`config.mk`:
```
export PLATFORM = sky130hd
export DESIGN_NAME = pipe_credit_sink
export DESIGN_NICKNAME = d
export VERILOG_FILES = /design/src/rtl/pipe_credit_sink.sv
export SDC_FILE = /design/constraint.sdc
export NUM_CORES = 1
export LEC_CHECK = 0
export ABC_AREA = 1
export CAP_MARGIN = 20
export CORE_MARGIN = 2
export CORE_UTILIZATION = 55
export DETAILED_ROUTE_END_ITERATION = 10
export GPL_ROUTABILITY_DRIVEN = 0
export PLACE_DENSITY = 0.8
export SYNTH_ARGS = -nofsm -noshare
export SYNTH_HDL_FRONTEND = slang
export SYNTH_SLANG_ARGS = --single-unit
```
`constraint.sdc`:
```
create_clock -name clk -period 5.1 [get_ports clk]
set_input_delay 0.51 -clock clk [delete_from_list [all_inputs] [get_ports clk]]
set_output_delay 0.51 -clock clk [all_outputs]
set_load 0.02 [all_outputs]
```
`src/rtl/pipe_credit_sink.sv`:
```
// Credit-based receive buffer at the tail of a fixed-latency, non-stallable pipeline.
// Upstream spends one credit per launched word; each downstream pop returns one.
module pipe_credit_sink #(
  parameter int DATA_WIDTH = 8,
  parameter int LEVEL      = 2,
  parameter int DEPTH      = 4
) (
  input  logic                         clk,
  input  logic                         rst,
  input  logic                         s_issue,
  output logic                         s_credit_ok,
  output logic [$clog2(DEPTH+1)-1:0]   credit_cnt,
  input  logic                         din_valid,
  input  logic [DATA_WIDTH-1:0]        din,
  output logic                         m_valid,
  input  logic                         m_ready,
  output logic [DATA_WIDTH-1:0]        m_data,
  output logic                         err_overflow,
  output logic                         err_credit
);

  localparam int CW = $clog2(DEPTH + 1);
  localparam int PW = (DEPTH > 1) ? $clog2(DEPTH) : 1;

  // Every in-flight word needs a slot, plus one to cover the pop-to-credit delay.
  generate
    if (DEPTH < LEVEL + 1) begin : g_depth_check
      $error("pipe_credit_sink: DEPTH must be at least LEVEL+1");
    end
  endgenerate

  logic [DATA_WIDTH-1:0] mem [DEPTH];
  logic [PW-1:0]         wr_ptr_reg;
  logic [PW-1:0]         rd_ptr_reg;
  logic [CW-1:0]         count_reg;
  logic [CW-1:0]         credit_reg;
  logic                  err_overflow_reg;
  logic                  err_credit_reg;

  logic issue;
  logic pop;
  logic full;
  logic wr_en;
  logic drop;

  function automatic logic [PW-1:0] next_ptr(input logic [PW-1:0] p);
    return (p == PW'(DEPTH - 1)) ? '0 : p + 1'b1;
  endfunction

  assign s_credit_ok  = (credit_reg != '0);
  assign credit_cnt   = credit_reg;
  assign m_valid      = (count_reg != '0);
  assign m_data       = m_valid ? mem[rd_ptr_reg] : '0;
  assign err_overflow = err_overflow_reg;
  assign err_credit   = err_credit_reg;

  always_comb begin
    issue = s_issue && s_credit_ok;
    pop   = m_valid && m_ready;
    full  = (count_reg == CW'(DEPTH));
    // A full buffer still takes a word when the head leaves in the same cycle.
    wr_en = din_valid && (!full || pop);
    drop  = din_valid && full && !pop;
  end

  always_ff @(posedge clk) begin
    if (rst) begin
      credit_reg       <= CW'(DEPTH);
      wr_ptr_reg       <= '0;
      rd_ptr_reg       <= '0;
      count_reg        <= '0;
      err_overflow_reg <= 1'b0;
      err_credit_reg   <= 1'b0;
    end else begin
      if (issue && !pop) begin
        credit_reg <= credit_reg - 1'b1;
      end else if (pop && !issue) begin
        credit_reg <= credit_reg + 1'b1;
      end

      if (wr_en) begin
        wr_ptr_reg <= next_ptr(wr_ptr_reg);
      end
      if (pop) begin
        rd_ptr_reg <= next_ptr(rd_ptr_reg);
      end

      if (wr_en && !pop) begin
        count_reg <= count_reg + 1'b1;
      end else if (pop && !wr_en) begin
        count_reg <= count_reg - 1'b1;
      end

      if (drop) begin
        err_overflow_reg <= 1'b1;
      end
      if (s_issue && !s_credit_ok) begin
        err_credit_reg <= 1'b1;
      end
    end
  end

  // Storage carries no reset; validity is tracked solely by count_reg.
  always_ff @(posedge clk) begin
    if (!rst && wr_en) begin
      mem[wr_ptr_reg] <= din;
    end
  end

endmodule

```
# Word level (Yosys, flattened, before mapping)
# Memory sizes are Yosys's and may differ from the RTL's. A register that Yosys moved wholly into a read port is not among the register bits.
# Cells that the tools add are included.
word_totals:
  regBits: 12
  ram_bits: 32
  out_inout_bits: 15
  word_cells: 49
  mem_count: 1
memory_table:
  columns: ["name", "depth", "word_bits", "rd", "rd_clocked_by_memory_dff", "wr", "line", "source"]
  rows:
  - ["mem", 4, 8, 1, 1, 1, "32", "logic [DATA_WIDTH-1:0] mem [DEPTH];"]
op_classes:
  addsub: 6
  n_eq_ne: 3
  mux: 11
  reduce_logical: 22
ops:
  columns: ["cell", "count"]
  rows:
  - ["3-bit two-way mux", 4]
  - ["1-bit logical AND", 11]
  - ["2-bit two-way mux", 4]
  - ["8-bit two-way mux", 1]
  - ["3-bit by 1-bit adder with 3-bit output (second input constant)", 2]
  - ["1-bit logical NOT", 6]
  - ["3-bit nonzero test", 2]
  - ["3-bit by 1-bit subtractor with 3-bit output (second input constant)", 2]
  - ["2-bit by 1-bit adder with 2-bit output (second input constant)", 2]
  - ["2-bit equality test (second input constant)", 2]
  - ["2-bit nonzero test", 2]
  - ["3-bit equality test (second input constant)", 1]
  - ["1-bit two-way mux", 2]
  - ["1-bit logical OR", 1]

# Logic depth before layout (Yosys ltp)
# Gate-level depths: netlist of run 1.
depth:
  ltp_word: 8
  mapped_depth: 12

# Worst setup path before layout of run 1
# No wires, ideal clock.
synth_path:
  path_type: "register to register"
  start: "register credit_reg[0], in the netlist credit_cnt[0]"
  end: "register credit_reg[2], in the netlist credit_cnt[2]"
  setup_ns: 0.122
  arrival_time_ns: 1.778
  required_time_ns: 4.978
  path_slack_ns: 3.200
  path_stages_with_launch: 11
  synth_period_minus_slack_ns: 1.900
  path_cell_list: "dfxtp_1 -> inv_1 -> nand3_1 -> and2_1 -> ha_1 -> inv_1 -> fa_1 -> nand2_1 -> nand3_1 -> nand2_1 -> nand3_1"
synth_between:
  elab_chain_len: 5
  elab_cells_between_ends: 10
  cone_classes: "add/sub (2); mux (2); reduce/logical (6)"
synth_lines:
  columns: ["item", "line", "source"]
  rows:
  - ["start, declared", "36", "logic [CW-1:0] credit_reg;"]
  - ["start signal, assigned", "68", "credit_reg <= CW'(DEPTH);"]
  - ["start signal, assigned", "76", "credit_reg <= credit_reg - 1'b1;"]
  - ["start signal, assigned", "78", "credit_reg <= credit_reg + 1'b1;"]
  - ["3-bit nonzero test *", "50", "assign s_credit_ok = (credit_reg != '0);"]
  - ["via s_credit_ok", "11", "output logic s_credit_ok,"]
  - ["1-bit logical AND *", "58", "issue = s_issue && s_credit_ok;"]
  - ["1-bit logical NOT", "77", "end else if (pop && !issue) begin"]
  - ["1-bit logical AND", "77", null]
  - ["2-bit nonzero test (no line)", null, null]
# Mark *: on every way through the listed nets, which the timed path passes. The rest lies on a longest branch. The select of a mux whose other input is x is not followed.
# A chain may end at the register's enable or synchronous reset.

==> impl_metrics.env, run 1 <==
export IMPL_status="finished clean"
export IMPL_r2r_end="count_reg[2]$_SDFFE_PP0P_"
export IMPL_grt_pass1_wl_um=5865
export IMPL_hold_viol=0
export IMPL_clock_latency_ns=0.30
export IMPL_tightest_slew_ns=0.7742
export IMPL_worstRegToRegCells=12
export IMPL_avgSynthCellArea_um2=10.21
export IMPL_die_area_um2=4277
export IMPL_final_setup_worst_slack_ns=2.347
export IMPL_wl_um=3377
export IMPL_rows=22
export IMPL_hold_depth=2
export IMPL_max_freq_ghz=0.3633
export IMPL_n_fill_cell=292
export IMPL_final_antenna_net_count=0
export IMPL_worstPathArrival_ns=2.24
export IMPL_start_kind="register"
export IMPL_first_pass_iters=4
export IMPL_min_period_over_period_pct=53.98
export IMPL_grt_max_degree=18
export IMPL_relSlewSlack_pct=48.20
export IMPL_syn_to_final_growth_pct=17.14
export IMPL_overflow=0
export IMPL_rrSetupSlack_ns=3.24
export IMPL_synthesis_area_um2=2073
export IMPL_fin_tns_setup_ns=0
export IMPL_vias=1408
export IMPL_diodes=0
export IMPL_cts_buffers=5
export IMPL_min_path_type="reg -> reg"
export IMPL_irDropWorstVdd_v=0.0003033
export IMPL_io_pins=28
export IMPL_path_class="reg -> out"
export IMPL_power_density_nw_per_um2=496.8
export IMPL_wl_per_cell_um=11.98
export IMPL_ctsResizeCount=0
export IMPL_htreeDepth=2
export IMPL_mostFrequentLayoutCells="nand2_1 (45), edfxtp_1 (32), clkdlybuf4s50_1 (27)"
export IMPL_dp_hpwl_um=2292
export IMPL_rsz0062_at_grt="false"
export IMPL_fin_crit_ns=2.753
export IMPL_portBuffers=27
export IMPL_synth_edff_count=32
export IMPL_post_route_drc_count=0
export IMPL_die_x_um=65.40
export IMPL_finalMaxSlewViolations=0
export IMPL_initial_utilization_pct=57.06
export IMPL_worstPathMaxFanout=17
export IMPL_yosysSeqAreaShare_pct=59.87
export IMPL_drtIter0Drc=28
export IMPL_largest_register_ffs=32
export IMPL_p_leak_nw=0.9732
export IMPL_async_flop_share_pct=0
export IMPL_grt_pass1_vias=1418
export IMPL_cap_viol_max_count=0
export IMPL_regArea_um2=1241
export IMPL_ctsHoldBuffers=0
export IMPL_syn_nets=225
export IMPL_core_um2=3633
export IMPL_ys_flop_type="edfxtp_1"
export IMPL_skew_ns=0.004226
export IMPL_clkTransAtPathRegs_ns=0.08
export IMPL_drt_vias_per_instance=4.993
export IMPL_final_common_cell="nand2_1"
export IMPL_r2r_start="count_reg[0]$_SDFFE_PP0P_"
export IMPL_critPathRequiredTime_ns=4.59
export IMPL_cts_sinks=46
export IMPL_netlist_instances=203
export IMPL_antenna_found_initial=0
export IMPL_multi_input_area_um2=680.7
export IMPL_pre_cts_slack_ns=2.642
export IMPL_cts_setup_buffers=0
export IMPL_tritoncts="yes"
export IMPL_root_buffer="clkbuf_8"
export IMPL_worstHoldStart="err_overflow$_SDFFE_PP0P_"
export IMPL_setup_viol=0
export IMPL_ys_types=26
export IMPL_layout_drive_gt1_share_pct=8.120
export IMPL_yosysWarnings=0
export IMPL_end_kind="output port"
export IMPL_setup_worst_path_end="m_data[3]"
export IMPL_final_nets=255
export IMPL_ys_ff_latch=46
export IMPL_clock_path_buffers=2
export IMPL_grt_total_usage_pct=18.68
export IMPL_die_y_um=65.40
-- logic make-up (layout without fill, tap and decap cells) --
| kind of cell | Yosys count | in the layout | synth area share [%] |
|---|---|---|---|
| compound gates | 28 | 28 | 7.242 |
| fa+ha+maj | 9 | 9 | 6.156 |
| buf+inv | 27 | 58 | 7.302 |
| flops | 46 | 46 | 59.87 |
| xor+xnor | 1 | 1 | 0.4225 |
| simple gates | 92 | 92 | 19.01 |
-- worst max-delay path: stages (launching register included) --
cell	delay, ns
dfxtp_1	0.81
nor2_1	0.12
nor2_1	0.12
o21ai_0	0.11
a21oi_1	0.16
clkdlybuf4s50_1	0.62
-- power breakdown --
group	internal, W	switching [W]	leakage, nW	total [W]
Clock	0.0000949	0.000113	0.0450	0.000208
Sequential	0.000448	0.0000477	0.406	0.000496
Combinational	0.000209	0.000294	0.522	0.000503
-- Yosys cell counts, drive strengths merged (2+ instances only) --
master / count / area [µm²]
ha: 7 / 87.58
fa: 2 / 40.04
edfxtp: 32 / 960.9
nand3: 8 / 40.04
a21oi: 16 / 83.83
dfxtp: 14 / 280.3
nand4: 2 / 12.51
nor2: 31 / 133.9
nand2: 48 / 187.7
o21ai: 11 / 55.05
inv: 22 / 90.09
buf: 4 / 57.55
-- how the worst min path moves through the flow --
stage	slack [ns]	to
2_1_floorplan	0.48	register
3_3_place_gp	0.44	err_credit$_SDFFE_PP0P_
3_5_place_dp	0.45	err_credit$_SDFFE_PP0P_
4_1_cts	0.46	err_credit$_SDFFE_PP0P_
5_1_grt	0.50	err_credit$_SDFFE_PP0P_
6_report	0.46	err_overflow$_SDFFE_PP0P_
-- layer usage --
metal / vias up / wire (µm) / GRT usage [%]
met5: - / 0 / 0
met4: 0 / 82 / 9.375
met3: 8 / 100 / 3.596
met2: 27 / 1761 / 34.57
met1: 648 / 1433 / 20.16
li1: 725 / - / -
-- through the flow --
step	instances	hold slack [ns]	cell area (µm²)	power [W]	util, %
final	282	0.4591	2429	0.001207	66.84
after global routing	282	0.4979	2429	0.001294	66.84
after CTS	282	0.4646	2429	0.001212	66.84
after detailed placement	274	0.4483	2346	0.001008	64.57
after global placement	274	0.4423	2346	0.0009928	64.57
after floorplan	203	0.4827	2073	0.0008504	-
-- area by class of cell --
class	count	area share, %
flip-flops and latches	46	51.11
multi-input cells	130	28.03
repair buffers	27	11.13
inverters	23	3.864
clock buffers	6	2.988
well taps	48	2.473
clock inverters	2	0.4122
No activity file was read; power rests on OpenSTA's default activity.
==> run 2: changes to the inputs <==
--- a/config.mk
+++ b/config.mk
@@ -8,10 +8,10 @@
 export ABC_AREA = 1
 export CAP_MARGIN = 20
 export CORE_MARGIN = 2
-export CORE_UTILIZATION = 55
+export CORE_UTILIZATION = 54
 export DETAILED_ROUTE_END_ITERATION = 10
 export GPL_ROUTABILITY_DRIVEN = 0
-export PLACE_DENSITY = 0.8
+export PLACE_DENSITY = 0.79
 export SYNTH_ARGS = -nofsm -noshare
 export SYNTH_HDL_FRONTEND = slang
 export SYNTH_SLANG_ARGS = --single-unit
==> constraint.sdc (replaced) <==
create_clock -name clk -period 2.7 [get_ports clk]
set_input_delay 0.27 -clock clk [delete_from_list [all_inputs] [get_ports clk]]
set_output_delay 0.27 -clock clk [all_outputs]
set_load 0.02 [all_outputs]
==> run 2 against run 1 <==
Against the previous run:
- power up 110%
- via count decreased by 2.8%
- non-clock buffer count rose by 5
- clock skew grew 0.0018 ns
- die area grew 1.7%
- sequential share of layout area shrank 1.8 points
- cell count rose by 1.8%
- largest power group unchanged
==> impl_metrics.env, run 2 (synthesized netlist as in run 1, its figures left out) <==
export IMPL_max_freq_ghz=0.4462
export IMPL_overflow=0
export IMPL_status="finished clean"
export IMPL_cts_setup_buffers=0
export IMPL_end_kind="output port"
export IMPL_gr_usage_met2_pct=29.55
export IMPL_final_common_cell="nand2_1"
export IMPL_setup_viol=0
export IMPL_first_pass_iters=4
export IMPL_intPower_w=0.001617
export IMPL_drtIter0Drc=36
export IMPL_r2r_end="count_reg[2]$_SDFFE_PP0P_"
export IMPL_wl_um=3283
export IMPL_htreeDepth=2
export IMPL_layout_drive_gt1_share_pct=10.04
export IMPL_grt_busiest_layer="met2"
export IMPL_hold_depth=2
export IMPL_wl_per_cell_um=11.44
export IMPL_drt_vias_per_instance=4.767
export IMPL_clkPwrFrac_pct=23.4
export IMPL_cts_buffers=5
export IMPL_vias=1368
export IMPL_path_class="reg -> out"
export IMPL_io_pins=28
export IMPL_cap_viol_max_count=0
export IMPL_mostFrequentLayoutCells="nand2_1 (45), edfxtp_1 (32), clkdlybuf4s50_1 (27)"
export IMPL_antenna_found_initial=0
export IMPL_dp_hpwl_um=2223
export IMPL_grt_util_met3_pct=4.770
export IMPL_post_route_drc_count=0
export IMPL_fin_tns_setup_ns=0
export IMPL_min_path_type="reg -> reg"
export IMPL_start_kind="register"
export IMPL_ctsHoldBuffers=0
export IMPL_p_leak_nw=1.021
export IMPL_final_setup_worst_slack_ns=0.4590
export IMPL_skew_ns=0.006072
export IMPL_tightest_slew_ns=0.5338
export IMPL_r2r_start="count_reg[0]$_SDFFE_PP0P_"
export IMPL_power_density_nw_per_um2=984.3
export IMPL_relSlewSlack_pct=64.37
export IMPL_die_y_um=65.96
export IMPL_core_um2=3689
export IMPL_rrSetupSlack_ns=0.85
export IMPL_syn_to_final_growth_pct=21.36
export IMPL_worstPathArrival_ns=1.97
export IMPL_rows=22
export IMPL_initial_utilization_pct=56.21
export IMPL_min_period_over_period_pct=83.00
export IMPL_fin_crit_ns=2.241
export IMPL_grt_total_usage_pct=17.26
export IMPL_clock_latency_ns=0.30
export IMPL_tritoncts="yes"
export IMPL_whs_endpoint="err_overflow$_SDFFE_PP0P_"
export IMPL_worstHoldStart="err_overflow$_SDFFE_PP0P_"
export IMPL_irDropWorstVdd_v=0.0006215
export IMPL_worstRegToRegCells=12
export IMPL_largest_register_ffs=32
export IMPL_comb_power_share_pct=40.1
export IMPL_ctsResizeCount=0
export IMPL_clock_path_buffers=2
export IMPL_hold_viol=0
export IMPL_grt_pass1_wl_um=5430
export IMPL_final_nets=260
export IMPL_grt_pass1_vias=1240
export IMPL_portBuffers=27
export IMPL_root_buffer="clkbuf_8"
export IMPL_worstPathMaxFanout=8
export IMPL_finalMaxSlewViolations=0
export IMPL_grt_max_degree=18
export IMPL_p_sw_w=0.0008598
export IMPL_die_x_um=65.96
export IMPL_clkTransAtPathRegs_ns=0.08
export IMPL_seqPwrFrac_pct=36.4
export IMPL_cts_sinks=46
export IMPL_final_antenna_net_count=0
export IMPL_pre_cts_slack_ns=0.5013
export IMPL_rsz0062_at_grt="false"
export IMPL_p_sw_share_pct=34.72
export IMPL_diodes=0
export IMPL_met1_usage_pct=19.79
export IMPL_die_area_um2=4351
export IMPL_critPathRequiredTime_ns=2.43
## run 2: worst max path at each step
stage                     cells after the start                         end                       start
after CTS                                     5                   m_data[7]   count_reg[0]$_SDFFE_PP0P_
after detailed placement                     12   count_reg[2]$_SDFFE_PP0P_                     m_ready
final                                         5                   m_data[7]   count_reg[0]$_SDFFE_PP0P_
after global placement                       12   count_reg[2]$_SDFFE_PP0P_                     m_ready
after global routing                          5                   m_data[7]   count_reg[0]$_SDFFE_PP0P_
after floorplan                              10  credit_cnt[2]$_SDFFE_PP1P_  credit_cnt[0]$_SDFFE_PP0P_
## run 2: critical path: stages, from the launching register on
cell	delay [ns]
dfxtp_1	0.45
nor2_4	0.09
nand2_2	0.13
inv_1	0.18
a21oi_1	0.20
clkdlybuf4s50_1	0.63
## run 2: power groups by stage
stage,logic [W],registers [W],clock network [W]
2_1_floorplan,0.000664,0.000942,0
5_1_grt,0.00110,0.000913,0.000619
6_report,0.000994,0.000902,0.000581
3_3_place_gp,0.000971,0.000917,0
4_1_cts,0.000999,0.000904,0.000593
3_5_place_dp,0.000995,0.000919,0
## run 2: area by class of cell
type	count	area [µm²]
Fill cell	304	1172
Multi-Input combinational cell	130	680.7
Clock inverter	3	63.81
Inverter	23	93.84
Tap cell	48	60.06
Clock buffer	5	68.82
Sequential cell	46	1241
Timing Repair Buffer	32	307.8
## run 2: stage by stage
| step | cells | hold slack [ns] | power (W) | instance area [µm²] | utilization [%] |
|---|---|---|---|---|---|
| after floorplan | 203 | 0.3391 | 0.001606 | 2073 | - |
| after global placement | 279 | 0.4420 | 0.001888 | 2384 | 64.62 |
| after detailed placement | 279 | 0.4446 | 0.001914 | 2384 | 64.62 |
| final | 287 | 0.4537 | 0.002477 | 2516 | 68.22 |
| after CTS | 287 | 0.4599 | 0.002495 | 2516 | 68.22 |
| after global routing | 287 | 0.4828 | 0.002630 | 2516 | 68.22 |
## run 2: metal layers
metal  part of all wire (%)  up-vias
met5                      0        -
met4                    1.8        0
met3                    4.8        5
met2                     50       34
met1                     43      593
li1                       -      736
